## src/rtl/asg_pkg.sv

```systemverilog
// Shared definitions for the azimuth signal generator and its pulse decoder.
// Records are packed {trunc, len, start}, with start in the low bits.
package asg_pkg;

  localparam int DEF_SIZE = 3200;

  function automatic int cnt_w_for(input int size);
    return $clog2(size + 1);
  endfunction

  function automatic int rec_w(input int cw);
    return 2 * cw + 1;
  endfunction

  localparam int DEF_CNT_W = cnt_w_for(DEF_SIZE);

  typedef enum logic {
    S_IDLE = 1'b0,
    S_RUN  = 1'b1
  } state_t;

  typedef struct packed {
    logic                 trunc;
    logic [DEF_CNT_W-1:0] len;
    logic [DEF_CNT_W-1:0] start;
  } pulse_rec_t;

endpackage

```

## src/rtl/asg_record_fifo.sv

```systemverilog
// Show-ahead record queue: the head is visible whenever not empty.
// A push into a full queue is accepted only if a pop frees a slot.
module asg_record_fifo #(
  parameter int W     = 25,
  parameter int DEPTH = 8
) (
  input  logic         clk,
  input  logic         rst,
  input  logic         push,
  input  logic [W-1:0] wdata,
  input  logic         pop,
  output logic [W-1:0] rdata,
  output logic         full,
  output logic         empty
);

  localparam int AW = $clog2(DEPTH);
  localparam logic [AW-1:0] P1 = AW'(1);
  localparam logic [AW:0]   C1 = (AW+1)'(1);
  localparam logic [AW:0]   CF = (AW+1)'(DEPTH);

  logic [W-1:0]  mem [DEPTH];
  logic [AW-1:0] wr_ptr;
  logic [AW-1:0] rd_ptr;
  logic [AW:0]   count;
  logic          do_push;
  logic          do_pop;

  assign empty   = (count == '0);
  assign full    = (count == CF);
  assign do_pop  = pop & ~empty;
  assign do_push = push & (~full | do_pop);
  assign rdata   = empty ? '0 : mem[rd_ptr];

  always_ff @(posedge clk) begin
    if (do_push) mem[wr_ptr] <= wdata;
  end

  always_ff @(posedge clk) begin
    if (rst) begin
      wr_ptr <= '0;
      rd_ptr <= '0;
      count  <= '0;
    end else begin
      if (do_push) wr_ptr <= wr_ptr + P1;
      if (do_pop)  rd_ptr <= rd_ptr + P1;
      if (do_push && !do_pop)
        count <= count + C1;
      else if (do_pop && !do_push)
        count <= count - C1;
    end
  end

endmodule

```

## src/rtl/asg_pulse_decoder.sv

```systemverilog
// Sweep sampler: turns high runs of SIG_IN into {start, len, trunc}
// records queued for a valid/ready consumer.
module asg_pulse_decoder
  import asg_pkg::*;
#(
  parameter int SIZE       = DEF_SIZE,
  parameter int CNT_W      = cnt_w_for(SIZE),
  parameter int FIFO_DEPTH = 8
) (
  input  logic             SYS_CLK,
  input  logic             SYS_RST,
  input  logic             EN,
  input  logic             TRIG,
  input  logic             CLK_PE,
  input  logic             SIG_IN,
  output logic             PULSE_VALID,
  input  logic             PULSE_READY,
  output logic [CNT_W-1:0] PULSE_START,
  output logic [CNT_W-1:0] PULSE_LEN,
  output logic             PULSE_TRUNC,
  output logic             SWEEP_DONE,
  output logic             ACTIVE,
  output logic             OVERFLOW
);

  localparam int RW = rec_w(CNT_W);
  localparam logic [CNT_W-1:0] LAST = CNT_W'(SIZE - 1);
  localparam logic [CNT_W-1:0] SZ   = CNT_W'(SIZE);
  localparam logic [CNT_W-1:0] ONE  = CNT_W'(1);

  state_t           state;
  state_t           state_nx;
  logic [CNT_W-1:0] tick;
  logic [CNT_W-1:0] tick_nx;
  logic [CNT_W-1:0] start;
  logic [CNT_W-1:0] start_nx;
  logic [CNT_W-1:0] last_st;
  logic             prev;
  logic             prev_nx;
  logic             done;
  logic             done_nx;
  logic             ovf;
  logic             trig_ok;
  logic             push;
  logic [RW-1:0]    rec;
  logic [RW-1:0]    head;
  logic             pop;
  logic             full;
  logic             empty;

  assign trig_ok = TRIG & EN;
  // A pulse rising on the last tick starts there.
  assign last_st = prev ? start : tick;

  always_comb begin
    state_nx = state;
    tick_nx  = tick;
    start_nx = start;
    prev_nx  = prev;
    done_nx  = 1'b0;
    push     = 1'b0;
    rec      = '0;
    unique case (state)
      S_IDLE: begin
        if (trig_ok) begin
          state_nx = S_RUN;
          tick_nx  = '0;
          prev_nx  = 1'b0;
        end
      end
      S_RUN: begin
        if (trig_ok) begin
          if (prev) begin
            push = 1'b1;
            rec  = {1'b1, tick - start, start};
          end
          tick_nx = '0;
          prev_nx = 1'b0;
        end else if (CLK_PE) begin
          prev_nx = SIG_IN;
          tick_nx = tick + ONE;
          if (SIG_IN && !prev) start_nx = tick;
          if (!SIG_IN && prev) begin
            push = 1'b1;
            rec  = {1'b0, tick - start, start};
          end
          if (tick == LAST) begin
            if (SIG_IN) begin
              push = 1'b1;
              rec  = {1'b1, SZ - last_st, last_st};
            end
            state_nx = S_IDLE;
            done_nx  = 1'b1;
            tick_nx  = '0;
            prev_nx  = 1'b0;
          end
        end
      end
      default: state_nx = S_IDLE;
    endcase
  end

  always_ff @(posedge SYS_CLK) begin
    if (SYS_RST) begin
      state <= S_IDLE;
      tick  <= '0;
      start <= '0;
      prev  <= 1'b0;
      done  <= 1'b0;
      ovf   <= 1'b0;
    end else begin
      state <= state_nx;
      tick  <= tick_nx;
      start <= start_nx;
      prev  <= prev_nx;
      done  <= done_nx;
      if (push && full && !pop) ovf <= 1'b1;
    end
  end

  assign pop = PULSE_VALID & PULSE_READY;

  asg_record_fifo #(
    .W     (RW),
    .DEPTH (FIFO_DEPTH)
  ) u_fifo (
    .clk   (SYS_CLK),
    .rst   (SYS_RST),
    .push  (push),
    .wdata (rec),
    .pop   (pop),
    .rdata (head),
    .full  (full),
    .empty (empty)
  );

  assign PULSE_VALID = ~empty;
  assign PULSE_START = head[CNT_W-1:0];
  assign PULSE_LEN   = head[2*CNT_W-1:CNT_W];
  assign PULSE_TRUNC = head[2*CNT_W];
  assign SWEEP_DONE  = done;
  assign ACTIVE      = (state == S_RUN);
  assign OVERFLOW    = ovf;

endmodule

```

## config.mk

```make
export PLATFORM = sky130hd
export DESIGN_NAME = asg_pulse_decoder
export DESIGN_NICKNAME = d
export VERILOG_FILES = /design/src/rtl/asg_pkg.sv /design/src/rtl/asg_record_fifo.sv /design/src/rtl/asg_pulse_decoder.sv
export SDC_FILE = /design/constraint.sdc
export NUM_CORES = 1
export LEC_CHECK = 0
export CORE_UTILIZATION = 35
export CTS_CLUSTER_SIZE = 20
export DETAILED_ROUTE_END_ITERATION = 6
export SYNTH_ARGS = -nofsm -noshare
export SYNTH_HDL_FRONTEND = slang
export SYNTH_HIERARCHICAL = 1
export SYNTH_SLANG_ARGS = --single-unit
```

## constraint.sdc

```tcl
create_clock -name SYS_CLK -period 5.98 [get_ports SYS_CLK]
set_clock_uncertainty 0.2 [all_clocks]
set_input_delay 1.495 -clock SYS_CLK [delete_from_list [all_inputs] [get_ports SYS_CLK]]
set_output_delay 1.495 -clock SYS_CLK [all_outputs]
set_load 0.005 [all_outputs]
```

==> summary.md <==
| Metric | Value |
|---|---|
| Vias per cell | 5.23 |
| Pins over their slew limit | 0 |
| CTS H-tree depth | 1 |
| Chip height | 178 µm |
| Tmin final | 4700 ps |
| Leakage | 3.77 nW |
| Synth top area share | 55.1% |
| First-pass GRT wire length | 35500 µm |
| # DRC | 0 |
| CTS Sinks | 241 |
| WL met3 | 797 µm |
| GR Overflow Total | 0 |
| RR Endpoint | u_fifo/count[3] |
| Overall routing resource usage | 14.6% |
| CP cell instances | mux4_2 > mux2i_1 > nor2_1 > clkdlybuf4s50_1 |
| Initial antenna violation count | 0 |
| CP required | 4280 ps |
| Switching power | 0.664 mW |
| Switching share of total power | 19.9% |
| Ports | 36 |
| Cts repair resizes | 0 |
| Area leader, netlist | edfxtp_1 |
| Ant. Diodes | 0 |
| Synthesized area per cell | 14.5 µm² |
| Clk pwr share | 44.9% |
| Rel. slew slack | 30.4% |
| Dominant synthesized flop cell | edfxtp_1 |
| Post-route cell area | 12500 µm² |
| Internal cell power | 2.68 mW |
| Syn Nets | 776 |
| Routed len/inst | 18.9 µm |
| Hold Path End | start[10] |
| Layout fillers | 2795 |
| Final setup margin | 1280 ps |
| Number of port buffers | 35 |
| Mapped cell area | 10900 µm² |
| Root buffer cell | clkbuf_16 |
| Total wire length | 22600 µm |
| Maxcap violations | 0 |
| Hold Path Class | reg -> reg |
| Proportion of layout cells with a drive suffix above 1 | 16.7% |
| Count of cell types in the netlist | 66 |
| ANT nets after route | 0 |
| Top-count cell post-synth | edfxtp_1 |
| Area of the core | 30600 µm² |
| Sequential cell area | 6830 µm² |
| Clock latency on the worst-skew pair | 530 ps |
| Crit Path Max Fanout | 50 |
| Top sig layer | met4 |
| Sequential-to-total area share from yosys stat | 62.6% |
| Syn Inst Count | 749 |
| Area growth syn-to-layout | 14.5% |
| HP Start | start[10] |
| Placer's final routability congestion estimate | 0.822 |
| FF-to-FF Start | tick[1] |
| Synth top area cells | edfxtp_1, mux4_2, dfxtp_1, mux2i_1, ha_1 |
| Post-Place Cells | 1151 |
| Actual slew at the worst max-slew pin | 1040 ps |
| WS Path Type | reg -> out |
| Synth async-reset ratio | 0% |
| Layout Nets | 809 |
| Met2 routed WL | 10500 µm |
| Tcrit/Tclk final | 78.5% |
| Row count | 64 |
| Worst EP arrival | 3000 ps |
| Yosys reg bits | 241 |
| CTS tree | done |
| Post-CTS Repair Setup Buffers | 0 |
| Dpl cell area | 11700 µm² |
| WHS Path Cells | 2 |
| Commonest cells in the netlist | edfxtp_1, nor2_1, mux4_2 |
| Total CTS buffers | 25 |
| Initial DRC count | 545 |
| Largest net degree at the start of global routing | 51 |
| Via Count | 6262 |
| Clk buf depth | 3 |
| Largest stage delay, worst path | 1020 ps |
| Unrepaired setup endpoints after global routing | no |
| Final number of setup-violating endpoints | 0 |
| Combinational Power Share | 1.4% |
| DPL Wire Length | 14100 µm |
| Final hold vios | 0 |
| Area of the multi-input gates | 3810 µm² |
| Drt pass-1 iters | 4 |
| Post-route setup TNS | 0 ps |
| Max VDD drop | 0.151 mV |
| Hold-fix buffers, CTS | 0 |
| Pwr Density | 268 nW/µm² |
| EDFF count, synth | 200 |
| Synth warn | 6 |
| Number of global-route vias before repair | 6174 |
| CP Launch Type | register |
| M1 wire length | 10800 µm |
| Die X | 178 µm |
| Setup slack, reg-to-reg | 1610 ps |
| Clock-pin slew on the worst setup and hold paths | 70 ps |
| Reg2reg path depth | 14 |
| Die ar. | 31800 µm² |
| Status | complete, no violations |
| Setup crit end kind | output port |
| Non-filler cells, final | 1197 |
| Max Fclk | 213 MHz |
| Initial core utilization | 35.6% |
| CP max stage cell | dfxtp_4 |
| Pre-CTS setup slack | 867 ps |
| Flop pwr share | 53.7% |
## state kept, by name, indices dropped and copies added (netlist names), named ones only
name / cells
u_fifo/wr_ptr: 3
SWEEP_DONE: 1
u_fifo/count: 4
prev: 1
start: 12
OVERFLOW: 1
ACTIVE: 1
tick: 12
u_fifo/mem: 200
u_fifo/rd_ptr: 3
## power groups by stage
| stage | registers [mW] | logic (mW) | clock network [mW] |
|---|---|---|---|
| after floorplan | 1.83 | 0.0313 | 0 |
| after global placement | 1.83 | 0.0456 | 0 |
| after detailed placement | 1.83 | 0.0458 | 0 |
| after CTS | 1.80 | 0.0459 | 1.54 |
| after global routing | 1.80 | 0.0498 | 1.60 |
| final | 1.80 | 0.0455 | 1.50 |
## worst max-delay path by stage
stage | endpoint | slack (ps)
floorplan | u_fifo/mem[0][0] | 80
global placement | u_fifo/count[3] | 930
detailed placement | u_fifo/count[3] | 870
CTS | PULSE_START[3] | 1180
global route | PULSE_START[3] | 1000
finish | PULSE_START[3] | 1280
## metrics by stage
stage / hold WS [ps] / power [mW] / utilization [%]
3_5_place_dp: 266 / 1.88 / 38.2
3_3_place_gp: 261 / 1.88 / 38.2
4_1_cts: 276 / 3.38 / 40.8
5_1_grt: 318 / 3.45 / 40.8
2_1_floorplan: 249 / 1.86 / -
6_report: 280 / 3.34 / 40.8
## critical path: cells and delay by family (launching register included)
| kind | cells | cell delay, ps |
|---|---|---|
| buffers and inverters | 1 | 450 |
| DFF | 1 | 1020 |
| muxes | 2 | 900 |
| and+or+nand+nor | 1 | 70 |
## layout by cell type, fill, tap and decap left out, types with 5 or more instances in the layout
cell type / count
a211oi_1: 6
a21o_1: 6
a21oi_1: 40
a221oi_1: 7
a31oi_1: 5
and2_1: 8
buf_4: 15
clkbuf_1: 8
clkbuf_16: 25
clkdlybuf4s50_1: 35
dfxtp_1: 38
edfxtp_1: 200
ha_1: 18
inv_1: 20
mux2i_1: 37
mux4_2: 50
nand2_1: 49
nand2b_1: 8
nand3_1: 10
nor2_1: 54
nor2b_1: 7
nor3_1: 11
nor3b_2: 8
o21a_1: 6
o21ai_0: 10
o21ai_1: 7
o22ai_1: 15
xnor2_1: 10
xor2_1: 14
## logic make-up after synthesis
family	share of synthesized area (%)
DFF	62.6
and+or+nand+nor	9.32
buffers and inverters	2.72
AOI/OAI and AO/OA	6.96
adders and majority gates	2.43
xor gates and xnor gates	2.08
muxes	13.8
## metal layers
metal	GRT usage, %	vias to the layer above
met2	23.2	128
met1	20.9	3150
met5	0	-
li1	-	2948
met3	1.85	36
met4	3.71	0
## final cells by class
cell class | count | share of cell area (%)
flip-flops and latches | 241 | 54.8
well taps | 396 | 3.97
repair buffers | 50 | 3.71
clock inverters | 13 | 1.11
multi-input cells | 443 | 30.5
inverters | 21 | 0.652
clock buffers | 33 | 5.26
No activity file was read; power rests on OpenSTA's default activity.
